**config.mk**
```make
export PLATFORM = sky130hd
export DESIGN_NAME = rr_arbiter8
export DESIGN_NICKNAME = d
export VERILOG_FILES = /design/src/rtl/rr_arbiter8_pkg.sv /design/src/rtl/rr_prio_enc8.sv /design/src/rtl/rr_arbiter8.sv
export SDC_FILE = /design/constraint.sdc
export NUM_CORES = 1
export LEC_CHECK = 0
export BUFFER_PORTS_ARGS = -buffer_cell sky130_fd_sc_hd__buf_2
export CAP_MARGIN = 5
export CORE_MARGIN = 4
export CORE_UTILIZATION = 30
export CTS_BUF_LIST = sky130_fd_sc_hd__clkbuf_4
export DETAILED_ROUTE_END_ITERATION = 8
export GPL_TIMING_DRIVEN = 0
export PLACE_DENSITY = 0.52
export SLEW_MARGIN = 25
export SYNTH_ARGS = -nofsm -noshare
export SYNTH_HDL_FRONTEND = slang
export SYNTH_HIERARCHICAL = 1
export SYNTH_SLANG_ARGS = --single-unit
```
**constraint.sdc**
```tcl
create_clock -name clk -period 3.9 [get_ports clk]
set_input_delay 0.195 -clock clk [delete_from_list [all_inputs] [get_ports clk]]
set_output_delay 0.195 -clock clk [all_outputs]
set_load 0.005 [all_outputs]
```
**src/rtl/rr_arbiter8_pkg.sv**
```systemverilog
// Shared definitions for the eight-way round-robin arbiter and its priority encoder.
package rr_arbiter8_pkg;

    localparam int N_REQ = 8;
    localparam int ID_W  = 3;

    typedef enum logic {
        IDLE = 1'b0,
        BUSY = 1'b1
    } arb_state_e;

endpackage

```
**src/rtl/rr_prio_enc8.sv**
```systemverilog
// Rotating priority encoder: picks the first set request at or after ptr, wrapping modulo 8.
module rr_prio_enc8
    import rr_arbiter8_pkg::*;
(
    input  logic [N_REQ-1:0] req,
    input  logic [ID_W-1:0]  ptr,
    output logic [ID_W-1:0]  id,
    output logic             found
);

    logic [N_REQ-1:0] rot;
    logic [ID_W-1:0]  k;
    logic [ID_W-1:0]  idx;

    always_comb begin
        rot = '0;
        k   = '0;
        idx = '0;
        // 3-bit index arithmetic wraps naturally, so rot[i] is req[(ptr+i) mod 8]
        for (int i = 0; i < N_REQ; i++) begin
            idx    = ID_W'(i) + ptr;
            rot[i] = req[idx];
        end
        for (int i = N_REQ - 1; i >= 0; i--) begin
            if (rot[i]) begin
                k = ID_W'(i);
            end
        end
        id    = ptr + k;
        found = |req;
    end

endmodule

```
**src/rtl/rr_arbiter8.sv**
```systemverilog
// Eight-requester round-robin arbiter with one-hot and binary grant outputs and an optional hold limit.
module rr_arbiter8
    import rr_arbiter8_pkg::*;
#(
    parameter int unsigned MAX_HOLD = 16
) (
    input  logic             clk,
    input  logic             rst,
    input  logic [N_REQ-1:0] req,
    input  logic             done,
    output logic [N_REQ-1:0] gnt,
    output logic [ID_W-1:0]  gnt_id,
    output logic             gnt_valid
);

    localparam int unsigned     HC_W     = (MAX_HOLD == 0) ? 1 : $clog2(MAX_HOLD + 1);
    localparam logic [HC_W-1:0] HOLD_MAX = HC_W'(MAX_HOLD);
    localparam logic [HC_W-1:0] HOLD_ONE = HC_W'(MAX_HOLD != 0);

    arb_state_e       state_q, state_d;
    logic [ID_W-1:0]  ptr_q, ptr_d;
    logic [ID_W-1:0]  gnt_id_q, gnt_id_d;
    logic [N_REQ-1:0] gnt_q, gnt_d;
    logic [HC_W-1:0]  hold_cnt_q, hold_cnt_d;

    logic [ID_W-1:0]  arb_ptr;
    logic [ID_W-1:0]  arb_id;
    logic             arb_found;
    logic             hold_expired;
    logic             release_c;

    // While busy the encoder already sees the post-release pointer, so a handoff costs no bubble.
    assign arb_ptr = (state_q == BUSY) ? gnt_id_q + 1'b1 : ptr_q;

    rr_prio_enc8 u_enc (
        .req   (req),
        .ptr   (arb_ptr),
        .id    (arb_id),
        .found (arb_found)
    );

    always_comb begin
        hold_expired = (MAX_HOLD != 0) && (hold_cnt_q == HOLD_MAX);
        release_c    = (state_q == BUSY) && (done || !req[gnt_id_q] || hold_expired);

        state_d    = state_q;
        ptr_d      = ptr_q;
        gnt_id_d   = gnt_id_q;
        gnt_d      = gnt_q;
        hold_cnt_d = hold_cnt_q;

        if (state_q == IDLE || release_c) begin
            if (release_c) begin
                ptr_d = arb_ptr;
            end
            if (arb_found) begin
                state_d    = BUSY;
                gnt_id_d   = arb_id;
                gnt_d      = {{(N_REQ-1){1'b0}}, 1'b1} << arb_id;
                hold_cnt_d = HOLD_ONE;
            end else begin
                state_d    = IDLE;
                gnt_id_d   = '0;
                gnt_d      = '0;
                hold_cnt_d = '0;
            end
        end else if ((MAX_HOLD != 0) && (hold_cnt_q < HOLD_MAX)) begin
            hold_cnt_d = hold_cnt_q + 1'b1;
        end
    end

    always_ff @(posedge clk) begin
        if (rst) begin
            state_q    <= IDLE;
            ptr_q      <= '0;
            gnt_id_q   <= '0;
            gnt_q      <= '0;
            hold_cnt_q <= '0;
        end else begin
            state_q    <= state_d;
            ptr_q      <= ptr_d;
            gnt_id_q   <= gnt_id_d;
            gnt_q      <= gnt_d;
            hold_cnt_q <= hold_cnt_d;
        end
    end

    assign gnt       = gnt_q;
    assign gnt_id    = gnt_id_q;
    assign gnt_valid = (state_q == BUSY);

endmodule

```
---- Word level (Yosys, flattened, before mapping) ----
Cells that the tools add are included.
cells by class
  $add $sub $neg .......................... 10
  $lt $le $gt $ge ......................... 10
  equal/unequal tests ..................... 1
  shift operators ......................... 1
  multiplexer cells ....................... 33
  bitwise logic cells ..................... 1
  reductions and logical operators ........ 8
operators by type and width
  kind                                                 number
  < comparator 3 x 4 -> 1 bit (second input constant)  9
  2-to-1 mux 3 bit                                     10
  binary-select mux 1 bit (select 3 bit)               9
  adder 3 bit (first input constant)                   4
  2-to-1 mux 1 bit                                     11
  2-to-1 mux 5 bit                                     2
  2-to-1 mux 8 bit                                     1
  OR reduction 8 bit                                   1
  left shift 1 x 3 -> 8 bit (first input constant)     1
  adder 2 x 3 -> 3 bit (first input constant)          2
  adder 5 x 1 -> 5 bit (second input constant)         1
  equality test 5 bit (second input constant)          1
  < comparator 5 bit (second input constant)           1
  adder 1 x 3 -> 3 bit (first input constant)          1
  adder 3 x 1 -> 3 bit (second input constant)         1
  adder 3 bit                                          1
  logical OR 1 bit                                     3
  AND reduction 2 bit                                  1
  nonzero test 2 bit                                   1
  logical AND 1 bit                                    1
  logical NOT 1 bit                                    1
  inverter 1 bit                                       1
storage, ports and cells
  register bits after elaboration ......... 20
  input bits .............................. 11
  output and inout bits ................... 12
  word-level logic and storage cells ...... 69

---- Depth between registers and ports, before layout ----
  depth in word-level cells ............... 16
  depth in mapped cells ................... 22
  depth with buffers taken out ............ 19

---- Modules after synthesis ----
The synthesis kept the hierarchy.
modules (own cells, without submodules)
  module        times used  cells an instance  area an instance (µm²)  seq. area each (µm²)
  rr_arbiter8   1           127                1,176.1                 400.4
  rr_prio_enc8  1           66                 623.1                   0.0

---- Worst setup path after synthesis ----
No wires, ideal clock.
  path type ............................... reg-to-reg
  start ................................... reg state_q, in the netlist gnt_valid
  end ..................................... reg gnt_q[5], in the netlist gnt[5]
  library setup time ...................... 0.073 ns
  arrival ................................. 4.285 ns
  required time ........................... 3.827 ns
  slack ................................... -0.458 ns
  cell stages (with the launch flop) ...... 22
  buffers on the path ..................... 3
  clock period less this slack ............ 4.358 ns
  cells stage by stage .................... dfxtp_1 inv_1 o21ai_0 clkbuf_8 clkbuf_8 inv_1 ha_1 buf_6 mux2i_1 mux2_2 mux2_2 a21oi_1 o21ai_0 a21oi_1 ha_1 inv_1 fa_1 xnor2_1 xnor2_1 nand3b_1 or3b_2 mux2i_1
between the ends
  longest elaborated chain between the ends .. 15
  elaborated cells between the ends (all ways) .. 38
  those cells by class .................... 8 x add/sub; 1 x shift; 26 x mux; 1 x bitwise; 2 x reduce/logical
RTL lines
  what                                    RTL line            text
  start: declaration                      rr_arbiter8.sv:20   arb_state_e state_q, state_d;
  start signal: assignment                rr_arbiter8.sv:80   state_q <= state_d;
  2-to-1 mux 3 bit *                      rr_arbiter8.sv:33   assign arb_ptr = (state_q == BUSY) ? gnt_id_q + 1'b1 : ptr_q;
  via arb_ptr[0]                          rr_arbiter8.sv:26   logic [ID_W-1:0] arb_ptr;
  adder 3 bit                             rr_prio_enc8.sv:21  idx = ID_W'(i) + ptr;
  binary-select mux 1 bit (select 3 bit)  rr_prio_enc8.sv:22  rot[i] = req[idx];
  2-to-1 mux 1 bit (implied by the code)  rr_prio_enc8.sv:22
  2-to-1 mux 3 bit (8 in a row)           rr_prio_enc8.sv:25  if (rot[i]) begin
  adder 3 bit *                           rr_prio_enc8.sv:29  id = ptr + k;
  via arb_id[2]                           rr_arbiter8.sv:27   logic [ID_W-1:0] arb_id;
  left shift 1 x 3 -> 8 bit *             rr_arbiter8.sv:59   gnt_d = {{(N_REQ-1){1'b0}}, 1'b1} << arb_id;
  2-to-1 mux 8 bit *                      rr_arbiter8.sv:56   if (arb_found) begin
  end signal: assignment                  rr_arbiter8.sv:83   gnt_q <= gnt_d;
  end: declaration                        rr_arbiter8.sv:23   logic [N_REQ-1:0] gnt_q, gnt_d;
Mark *: on every way through the listed nets, which the timed path passes. The rest lies on a longest branch. The select of a mux whose other input is x is not followed.
A chain may end at the register's enable or synchronous reset.

---- Final worst setup path ----
  start ................................... reg gnt_id_q[0], in the netlist gnt_id[0]
  end ..................................... reg gnt_q[4], in the netlist gnt[4]
between the ends
  longest elaborated chain between the ends .. 16
  elaborated cells between the ends (all ways) .. 43
  those cells by class .................... 9 x add/sub; 1 x shift; 28 x mux; 5 x reduce/logical
RTL lines
  what                                    RTL line            text
  start: declaration                      rr_arbiter8.sv:22   logic [ID_W-1:0] gnt_id_q, gnt_id_d;
  start signal: assignment                rr_arbiter8.sv:82   gnt_id_q <= gnt_id_d;
  adder 3 x 1 -> 3 bit *                  rr_arbiter8.sv:33
  2-to-1 mux 3 bit *                      rr_arbiter8.sv:33
  via arb_ptr[1]                          rr_arbiter8.sv:26
  adder 3 bit                             rr_prio_enc8.sv:21
  binary-select mux 1 bit (select 3 bit)  rr_prio_enc8.sv:22
  2-to-1 mux 1 bit (implied by the code)  rr_prio_enc8.sv:22
  2-to-1 mux 3 bit (8 in a row)           rr_prio_enc8.sv:25
  adder 3 bit *                           rr_prio_enc8.sv:29
  via arb_id[2]                           rr_arbiter8.sv:27
  left shift 1 x 3 -> 8 bit *             rr_arbiter8.sv:59
  2-to-1 mux 8 bit *                      rr_arbiter8.sv:56
Marked as above.

==> summary.md <==
| Metric | Value |
|---|---|
| Most frequent cells in the layout | `buf_4 (27), mux2i_1 (22), buf_2 (22)` |
| Clock Tree Root | `clkbuf_4` |
| Crit-path max cell delay | `0.39 ns` |
| Area growth syn-to-layout | `34.9%` |
| Leak | `1.03 nW` |
| First drt pass iteration count | `4` |
| Fin crit share | `100%` |
| Vias in the first global route | `1,594` |
| Antenna violations before repair | `0` |
| Residual DRC count | `0` |
| Final Hold Fails | `0` |
| CTS buffer count | `3` |
| Die Height | `85.4 um` |
| Max VDD drop | `0.306 mV` |
| Critical-path cell list | `ha_4 -> nand2_4 -> nand2_4 -> clkinv_4 -> ha_4 -> mux2i_1 -> mux2_4 -> mux2_4 -> a21oi_2 -> o21ai_2 -> a21oi_2 -> ha_2 -> inv_2 -> fa_2 -> xnor2_2 -> xnor2_2 -> nand3b_1 -> buf_4 -> buf_6 -> o41ai_2` |
| I/O pins | `23` |
| Die X | `85.4 um` |
| Placer Congestion | `between 0.7 and 0.8` |
| Seq. cell area | `between 400 and 500 um2` |
| Iteration-0 DRC Markers | `71` |
| Num Clock Sinks | `20` |
| Vias per cell | `5.17` |
| Worst relative slew slack | `60.3%` |
| EDFF count, synth | `0` |
| Clock transition at path regs | `0.12 ns` |
| H-tree depth | `1` |
| Fmax | `256 MHz` |
| Hold_ws | `between 0.2 and 0.3 ns` |
| Final antenna-violating net count | `0` |
| Async S/R FF share, synth | `0%` |
| Hold path endpoint | `gnt[1]` |
| Status | `complete, but fails checks` |
| RSZ-0062 raised after global routing | `yes` |
| CP max-delay cell | `dfxtp_4` |
| Number of fill cells | `581` |
| Max FO, Critical Path | `7` |
| Cells on worst reg2reg path | `20` |
| FF-to-FF setup slack | `-0.01 ns` |
| Share of layout cells above drive strength 1 | `44.1%` |
| Routed WL | `4830 um` |
| Sequential area share after synthesis | `between 20 and 25%` |
| Final-stage net count | `264` |
| Avg Cell Area, Syn | `about 9.3 um2` |
| Hold Crit Class | `input port to flop` |
| Core Region | `5680 um2` |
| Starting Density | `31.7%` |
| Synth unique cells | `56` |
| GRT Util Overall | `13.4%` |
| Setup Skew | `just over 0.006 ns` |
| Crit Path Class | `flop to flop` |
| TritonCTS clock tree | `yes` |
| Setup crit start kind | `flop` |
| FF-to-FF End | `gnt[4]` |
| Synthesis-stage register bit count | `20` |
| FF-to-FF Start | `gnt_id[0]` |
| Total power | `around 1.7 mW` |
| WHS Path Cells | `4` |
| Synth warn | `6` |
| Final worst slack | `-0.0134 ns` |
| Largest net degree at the start of global routing | `12` |
| Detailed placement HPWL | `3310 um` |
| Fin util | `42.8%` |
| Port Buffer Count | `22` |
| Period minus WS final | `3.91 ns` |
| Commonest non-fill, non-tap cell in the layout | `buf_4` |
| Mapped Nets | `211` |
| PD cells | `721 nW/um2` |
| Worst path required time | `4.12 ns` |
| Failing checks | `negative setup slack` |
| Avg WL per Cell | `15.2 um` |
| Site row count | `27` |
| Slew Limit Fails | `0` |
| Antenna cells | `0` |
| Least-Margin Pin Slew | `0.596 ns` |
| Cell Area, Synth | `around 1800 um2` |
| First-pass GRT wire length | `8000 um` |
| Mapped Cells | `193` |
| Hold-fix buffers, CTS | `0` |
| Max-cap violations | `0` |
| # setup viols final | `1` |
| Top FF cell, synth | `dfxtp_1` |
| Setup crit end kind | `flop` |
| Worst Hold Launch | `done` |
| Multi-input logic area | `about 1500 um2` |
| Vias post-DR | `about 1,600` |
| Total grt overflow | `0` |
| CP arrival | `4.13 ns` |
| Worst skew pair latency | `approximately 0.3 ns` |
| CTS max path bufs | `2` |
| DIE AREA | `roughly 7300 um2` |
[state kept, by name, indices dropped and copies added, names as in the netlist]
| name | cells |
|---|---|
| hold_cnt_q | 5 |
| gnt | 8 |
| gnt_id | 3 |
| gnt_valid | 1 |
| ptr_q | 3 |
[cells in the mapped netlist, types with 4 or more instances]
library cell  count  area, um2
xnor2_1           4       35.0
ha_1              6       75.1
inv_1            10       37.5
mux2_2            7       78.8
a21oi_1           4       20.0
dfxtp_1          20        400
nand2b_1          9       56.3
mux2i_1          24        240
nor2_1            8       30.0
nand4_1           6       37.5
nor2b_1           9       56.3
nand2_1          12       45.0
o21ai_0           7       35.0
nor3_1            4       20.0
[stage by stage]
| stage | cell area (um2) | cells | setup TNS (ns) | setup WS [ns] |
|---|---|---|---|---|
| floorplan | 1880 | 193 | 0 | 0.0452 |
| global placement | 2080 | 287 | -1.13 | -0.372 |
| detailed placement | 2080 | 287 | -1.24 | -0.389 |
| CTS | 2290 | 309 | -0.0662 | -0.0662 |
| global route | 2430 | 317 | -0.781 | -0.184 |
| finish | 2430 | 317 | -0.0134 | -0.0134 |
[how the worst max path moves through the flow]
stage          startpoint      to  slack (ns)  cells past startpoint
6_report        gnt_id[0]  gnt[4]       -0.01                     20
5_1_grt         gnt_id[0]  gnt[5]       -0.18                     20
4_1_cts         gnt_valid  gnt[5]       -0.07                     20
3_5_place_dp    gnt_id[0]  gnt[5]       -0.39                     20
3_3_place_gp    gnt_id[0]  gnt[5]       -0.37                     20
2_1_floorplan   gnt_id[0]  gnt[5]        0.05                     20
[report_power, final]
| part | total, mW | switching (mW) | internal, mW |
|---|---|---|---|
| Clock | 0.104 | 0.0663 | 0.0373 |
| Sequential | 0.283 | 0.0343 | 0.249 |
| Combinational | 1.36 | 0.649 | 0.714 |
[worst max-delay path: cells and delay by family, from the launching register on]
family | cells | cell delay, ns
AO/OA/AOI/OAI | 4 | 0.62
adder cells (fa/ha/maj) | 4 | 1.14
AND/OR/NAND/NOR | 3 | 0.31
XOR/XNOR | 2 | 0.34
buffers and inverters | 4 | 0.39
multiplexers | 3 | 0.65
flip-flops | 1 | 0.39
[layout make-up]
type                    instances  area share (%)
multi-input cells             154            59.9
flip-flops and latches         20            16.8
repair buffers                 50            13.5
well taps                      72            3.71
plain buffers                   7            2.84
inverters                      10            2.16
clock buffers                   3           0.928
clock inverters                 1           0.155
[timing repair]
action | CTS | global route
setup endpoints to repair | 10 | 10
buffers inserted | 19 | 10
resized for setup | 13 | 21
pin swaps | 11 | 10
hold endpoints to repair | 0 | 0
[logic make-up (layout without fill, tap and decap cells)]
family | count (synthesis) | in the layout | synth area share (%)
DFF | 20 | 20 | 22.3
muxes | 37 | 37 | 24.1
AOI/OAI and AO/OA | 31 | 31 | 13.6
and+or+nand+nor | 71 | 71 | 23.1
adders and majority gates | 7 | 7 | 5.29
xor gates and xnor gates | 8 | 8 | 4.94
buffers and inverters | 19 | 71 | 6.68
[layer usage]
metal	track usage, %	vias up	share of wire, %
met4	2.16	0	0.87
li1	-	819	-
met1	18.9	788	50
met3	2.43	4	3.6
met5	0	-	0
met2	21.5	29	45
Power figures use the tool's default switching activity.
